### config.mk
export PLATFORM = sky130hd
export DESIGN_NAME = mcs4_bus_tracer
export DESIGN_NICKNAME = d
export VERILOG_FILES = /design/src/rtl/mcs4_bus_tracer.sv
export SDC_FILE = /design/constraint.sdc
export NUM_CORES = 1
export LEC_CHECK = 0
export CAP_MARGIN = 20
export CELL_PAD_IN_SITES_DETAIL_PLACEMENT = 2
export CELL_PAD_IN_SITES_GLOBAL_PLACEMENT = 2
export CORE_ASPECT_RATIO = 2
export CORE_MARGIN = 2
export CORE_UTILIZATION = 35
export DETAILED_ROUTE_END_ITERATION = 16
export GPL_TIMING_DRIVEN = 0
export PLACE_DENSITY = 0.65
export SLEW_MARGIN = 20
export SYNTH_ARGS = -nofsm -noshare
export SYNTH_HDL_FRONTEND = slang
export SYNTH_SLANG_ARGS = --single-unit
### constraint.sdc
create_clock -name clk -period 6.7 [get_ports clk]
set_input_delay 0.67 -clock clk [delete_from_list [all_inputs] [get_ports clk]]
set_output_delay 0.67 -clock clk [all_outputs]
set_load 0.005 [all_outputs]
### src/rtl/mcs4_bus_tracer.sv
// Passive MCS-4 bus tracer: follows the A1..X3 subcycles from sync and queues {seq, cmr, x2, opcode, pc} records.
// Define MCS4_TRACE_X2_EN to capture the X2 data nibble into record[23:20]; otherwise that field reads 0.
//
// state | meaning
// HUNT  | waiting for a sync pulse to find X3
// A1    | next pulse carries pc[3:0]; enable sampled here
// A2    | next pulse carries pc[7:4]
// A3    | next pulse carries pc[11:8]
// M1    | next pulse carries OPR
// M2    | next pulse carries OPA and cm_ram
// X1    | execute, nothing captured
// X2    | next pulse carries I/O data nibble
// X3    | sync expected; commit the record
module mcs4_bus_tracer #(
    parameter int FIFO_DEPTH = 16,
    parameter int LEVEL_W    = 5
) (
    input  logic               clk,
    input  logic               rst,
    input  logic               clken_2,
    input  logic               sync,
    input  logic [3:0]         cm_ram,
    input  logic [3:0]         dbus,
    input  logic               enable,
    output logic [31:0]        trace_data,
    output logic               trace_valid,
    input  logic               trace_ready,
    output logic [LEVEL_W-1:0] level,
    output logic [15:0]        overflow_cnt,
    output logic               sync_err
);
    localparam int AW = $clog2(FIFO_DEPTH);

    typedef enum logic [3:0] {
        S_HUNT, S_A1, S_A2, S_A3, S_M1, S_M2, S_X1, S_X2, S_X3
    } state_t;

    state_t        state_q, state_d;
    logic [11:0]   pc_q, pc_d;
    logic [7:0]    op_q, op_d;
    logic [3:0]    cmr_q, cmr_d;
    logic          en_q, en_d;
    logic          sync_err_q, sync_err_d;
    logic          commit;
    logic [3:0]    x2_nib;

`ifdef MCS4_TRACE_X2_EN
    logic [3:0]    x2_q, x2_d;
    assign x2_nib = x2_q;
`else
    assign x2_nib = 4'd0;
`endif

    logic [31:0]        mem_q [FIFO_DEPTH];
    logic [AW-1:0]      wr_q, rd_q;
    logic [LEVEL_W-1:0] cnt_q;
    logic [3:0]         seq_q;
    logic [15:0]        ovf_q;
    logic               full, push, pop, drop;
    logic [31:0]        rec;

    always_comb begin
        state_d    = state_q;
        pc_d       = pc_q;
        op_d       = op_q;
        cmr_d      = cmr_q;
        en_d       = en_q;
        sync_err_d = sync_err_q;
        commit     = 1'b0;
`ifdef MCS4_TRACE_X2_EN
        x2_d       = x2_q;
`endif
        if (clken_2) begin
            case (state_q)
                S_HUNT: if (sync) state_d = S_A1;
                S_X3: begin
                    if (sync) begin
                        state_d = S_A1;
                        commit  = en_q;
                    end else begin
                        state_d    = S_HUNT;
                        sync_err_d = 1'b1;
                        en_d       = 1'b0;
                    end
                end
                default: begin
                    if (sync) begin
                        // early sync: this pulse was really X3, restart at A1
                        state_d    = S_A1;
                        sync_err_d = 1'b1;
                        en_d       = 1'b0;
                    end else begin
                        case (state_q)
                            S_A1: begin pc_d[3:0]  = dbus; en_d = enable; state_d = S_A2; end
                            S_A2: begin pc_d[7:4]  = dbus; state_d = S_A3; end
                            S_A3: begin pc_d[11:8] = dbus; state_d = S_M1; end
                            S_M1: begin op_d[7:4]  = dbus; state_d = S_M2; end
                            S_M2: begin op_d[3:0]  = dbus; cmr_d = cm_ram; state_d = S_X1; end
                            S_X1: state_d = S_X2;
                            S_X2: begin
`ifdef MCS4_TRACE_X2_EN
                                x2_d = dbus;
`endif
                                state_d = S_X3;
                            end
                            default: state_d = S_HUNT;
                        endcase
                    end
                end
            endcase
        end
    end

    assign rec         = {seq_q, cmr_q, x2_nib, op_q, pc_q};
    assign trace_valid = (cnt_q != '0);
    assign full        = (cnt_q == LEVEL_W'(FIFO_DEPTH));
    assign pop         = trace_valid && trace_ready;
    assign push        = commit && (!full || pop);
    assign drop        = commit && !push;

    always_ff @(posedge clk) begin
        if (rst) begin
            state_q    <= S_HUNT;
            pc_q       <= '0;
            op_q       <= '0;
            cmr_q      <= '0;
            en_q       <= 1'b0;
            sync_err_q <= 1'b0;
`ifdef MCS4_TRACE_X2_EN
            x2_q       <= '0;
`endif
            wr_q       <= '0;
            rd_q       <= '0;
            cnt_q      <= '0;
            seq_q      <= '0;
            ovf_q      <= '0;
        end else begin
            state_q    <= state_d;
            pc_q       <= pc_d;
            op_q       <= op_d;
            cmr_q      <= cmr_d;
            en_q       <= en_d;
            sync_err_q <= sync_err_d;
`ifdef MCS4_TRACE_X2_EN
            x2_q       <= x2_d;
`endif
            if (push) wr_q <= wr_q + 1'b1;
            if (pop)  rd_q <= rd_q + 1'b1;
            case ({push, pop})
                2'b10:   cnt_q <= cnt_q + 1'b1;
                2'b01:   cnt_q <= cnt_q - 1'b1;
                default: cnt_q <= cnt_q;
            endcase
            if (commit) seq_q <= seq_q + 1'b1;
            if (drop && ovf_q != 16'hFFFF) ovf_q <= ovf_q + 1'b1;
        end
    end

    always_ff @(posedge clk) begin
        if (push) mem_q[wr_q] <= rec;
    end

    assign trace_data   = trace_valid ? mem_q[rd_q] : 32'd0;
    assign level        = cnt_q;
    assign overflow_cnt = ovf_q;
    assign sync_err     = sync_err_q;
endmodule

==> run_results.csv <==
group,metric,value,unit
global_route,grt_antenna_before_repair,1,
power,powerDensity,333,nW/um2
die,num_io_pins,69,
sta,finalSetupViolCount,0,
sta,timing.slew.headroom,21.2,%
route,drc,0,
layout,multiInputGateArea,5130,um2
cts,numCtsBuffers,44,
power,p_total,7.93,mW
die,die_h,343,um
power,power.switching,2.12,mW
layout,areaGrowthSynthToFinish,18.7,%
sta,timing.fmax,224,MHz
cts,cts_tree,"done",
logic_synthesis,syn_avg_cell_area,19.0,um2
power,vdd_drop_max,0.250,mV
cts,root_buffer,"clkbuf_16",
logic_synthesis,netlist_top_cells_count,"edfxtp_1, mux4_2, mux2i_1, nor2_1, dfxtp_1",
logic_synthesis,ys_seq_area_share,73.6,%
sta,finalWorstSetupSlack,2.23,ns
worst_setup_path,r2r_slack,3.33,ns
status,status,"complete, no violations",
worst_setup_path,start_kind,"register",
die,start_util,35.3,%
route,dr.pass1.iters,4,
worst_setup_path,end_kind,"output port",
sta,slew_violations,0,
worst_setup_path,worstRegToRegCells,10,
cts,htree_levels,2,
die,rows,124,
placement,numPortBuffers,64,
route,avgViaCountPerCell,5.26,
layout,nets,1233,
route,drt_wl_total,55400,um
placement,place_congestion,0.724,
sta,rsz0062_at_grt,"false",
logic_synthesis,yosysMostFrequentCell,"edfxtp_1",
worst_setup_path,cp_num_buf_inv,2,
worst_setup_path,crit_required,6.03,ns
logic_synthesis,synth_top_cells_by_area,"edfxtp_1, mux4_2, dfxtp_1, mux2i_1, nor2_1",
die,die_x,173,um
cts,cts_resized,0,
route,final_antenna_net_count,0,
sta,finalCriticalPeriod,4.47,ns
sta,period_share,66.8,%
logic_synthesis,synthFlopType,"edfxtp_1",
logic_synthesis,syn-cell-area,20100,um2
global_route,track_usage,19.0,%
power,p_seq_share,44.1,%
placement,place_ws,2.58,ns
hold_path,hp-class,"register to register",
run,maxCapViolations,0,
die,coreArea,56900,um2
logic_synthesis,ys_ff_latch,515,
logic_synthesis,yosys.area.top_type_share,67.0,%
worst_setup_path,cp-endpoint,"trace_data[29]",
power,internal_power,5.81,mW
worst_setup_path,slowest_stage,"clkbuf_1",
logic_synthesis,async_reset_ff_share,0,%
power,p_leak,6.73,nW
worst_setup_path,arrival,3.80,ns
cts,post_cts_buffers,0,
die,die_area,59500,um2
route,first_iter_violations,717,
logic_synthesis,ys_types,57,
global_route,grt_pass1_wl,81500,um
worst_setup_path,reg2reg_from,"state_q[2]",
layout,n_antenna_cell,0,
worst_setup_path,cp_max_fo,10,
layout,nFillCells,5416,
sta,hold_violations,0,
route,vias,10500,
sta,clock_skew,0.0263,ns
cts,cts.clk_slew.worst_paths,0.07,ns
power,swShare,26.7,%
placement,hpwl,38800,um
worst_setup_path,cp_slowest_stage_delay,0.66,ns
cts,cts-hold-fix-buffers,0,
power,power_frac_comb,23.0,%
route,avgRoutedWirePerCell,27.7,um
worst_setup_path,critical_path_depth,6,
worst_setup_path,crit_family,"simple AND/OR/NAND/NOR gates",
cts,clk_latency,0.59,ns
cts,clock-sinks,515,
global_route,grt_overflow,0,
worst_setup_path,reg2reg_to,"mem_q[1][3]",
sta,hold-worst-slack,0.514,ns
worst_setup_path,cp-startpoint,"level[0]",
layout,drive_gt1_share,21.2,%
sta,tightest_slew,1.18,ns
worst_setup_path,crit_type,"register to output port",
logic_synthesis,synth_top_area_cell,"edfxtp_1",
layout,seq_area,14800,um2
logic_synthesis,synthCells,1058,
cts,ctsLongestPathBuffers,3,
logic_synthesis,synth-edff-count,448,
logic_synthesis,yosys_warnings,0,
power,pwr-share-clk,32.9,%
worst_setup_path,cp_cell_sequence,"nor4_4 -> or2b_1 -> nand2_1 -> clkbuf_1 -> o22ai_1 -> clkdlybuf4s50_1",
global_route,first_global_vias,11900,
global_route,grt_start_max_net_pins,20,
==> power groups by stage <==
stage | sequential (mW) | clock [mW] | combinational (mW)
after global placement | 3.57 | 0 | 1.85
after CTS | 3.50 | 2.67 | 1.89
after floorplan | 3.56 | 0 | 0.935
final | 3.50 | 2.61 | 1.82
after detailed placement | 3.57 | 0 | 1.88
after global routing | 3.51 | 2.77 | 1.98
==> logic make-up (layout without fill, tap and decap cells) <==
kind of cell | after synthesis | after routing | synth area share [%]
adders and majority gates | 13 | 13 | 0.847
other | 1 | 4 | 0.0187
AOI/OAI and AO/OA | 76 | 76 | 2.37
muxes | 192 | 192 | 16.6
buffers and inverters | 66 | 247 | 1.42
xor gates and xnor gates | 17 | 17 | 0.741
and+or+nand+nor | 178 | 178 | 4.43
DFF | 515 | 515 | 73.6
==> worst reg2reg max path: stages, from the launching register on <==
cell and delay, ns:
dfxtp_1 0.34, nor2_1 0.20, nand3b_2 0.15, inv_1 0.18, nand2_1 0.16, nor2_1 0.36
nand2_1 0.33, nor3_2 0.69, buf_6 0.24, buf_4 0.20, buf_4 0.24
==> worst min path at each step <==
stage / cells after the start / slack (ns) / end / start
floorplan: 2 / 0.43 / en_q / en_q
global placement: 2 / 0.47 / en_q / en_q
detailed placement: 2 / 0.49 / en_q / en_q
CTS: 2 / 0.51 / en_q / en_q
global route: 2 / 0.52 / en_q / en_q
finish: 2 / 0.51 / en_q / en_q
==> final cells by class <==
class / count / share of cell area, %
Inverter: 10 / 0.157
Sequential cell: 515 / 62.0
Multi-Input combinational cell: 480 / 21.5
Tap cell: 756 / 3.97
Clock inverter: 21 / 0.803
Timing Repair Buffer: 99 / 5.16
Buffer: 56 / 1.04
Clock buffer: 61 / 5.31
==> placed cells by master (no fill, tap or decap), drive strengths merged, types with 3 or more instances in the layout <==
cell type      Yosys  routed
a21o               3       3
a21oi             21      21
and2               3       3
and3               3       3
buf               25      60
bufinv             0       3
clkbuf            31      92
clkdlybuf4s50      0      64
clkinv             0      13
conb               1       4
dfxtp             67      67
edfxtp           448     448
ha                12      12
inv               10      14
mux2i             78      78
mux4             112     112
nand2             31      31
nand2b             3       3
nand3             20      20
nand4              9       9
nor2              68      68
nor2b              8       8
nor3              12      12
nor3b              3       3
nor4               5       5
o21ai             10      10
o22ai             28      28
or3                3       3
or4                3       3
xnor2              9       9
xor2               8       8
==> metal layers <==
layer  global-route usage (%)  share of wire, %  up-vias
met2                     37.2                57      237
met3                     2.44               3.4       71
met5                        0             0.032        -
li1                         -                 -     4546
met1                     21.1                37     5652
met4                     6.04               2.9        2
==> stage by stage <==
stage / std cells / utilization, % / area, um2 / setup TNS [ns]
final: 1998 / 41.9 / 23900 / 0
after global routing: 1998 / 41.9 / 23900 / 0
after CTS: 1998 / 41.9 / 23900 / 0
after detailed placement: 1916 / 39.3 / 22400 / 0
after global placement: 1881 / 38.1 / 21700 / -49.16
after floorplan: 1061 / - / 20100 / 0
==> state kept, by name (all words and copies together) (netlist names), named ones only <==
register / count
sync_err: 1
overflow_cnt: 16
seq_q: 4
wr_q: 4
op_q: 8
mem_q: 448
rd_q: 4
en_q: 1
cmr_q: 4
state_q: 4
pc_q: 12
level: 5
Power figures use the tool's default switching activity.
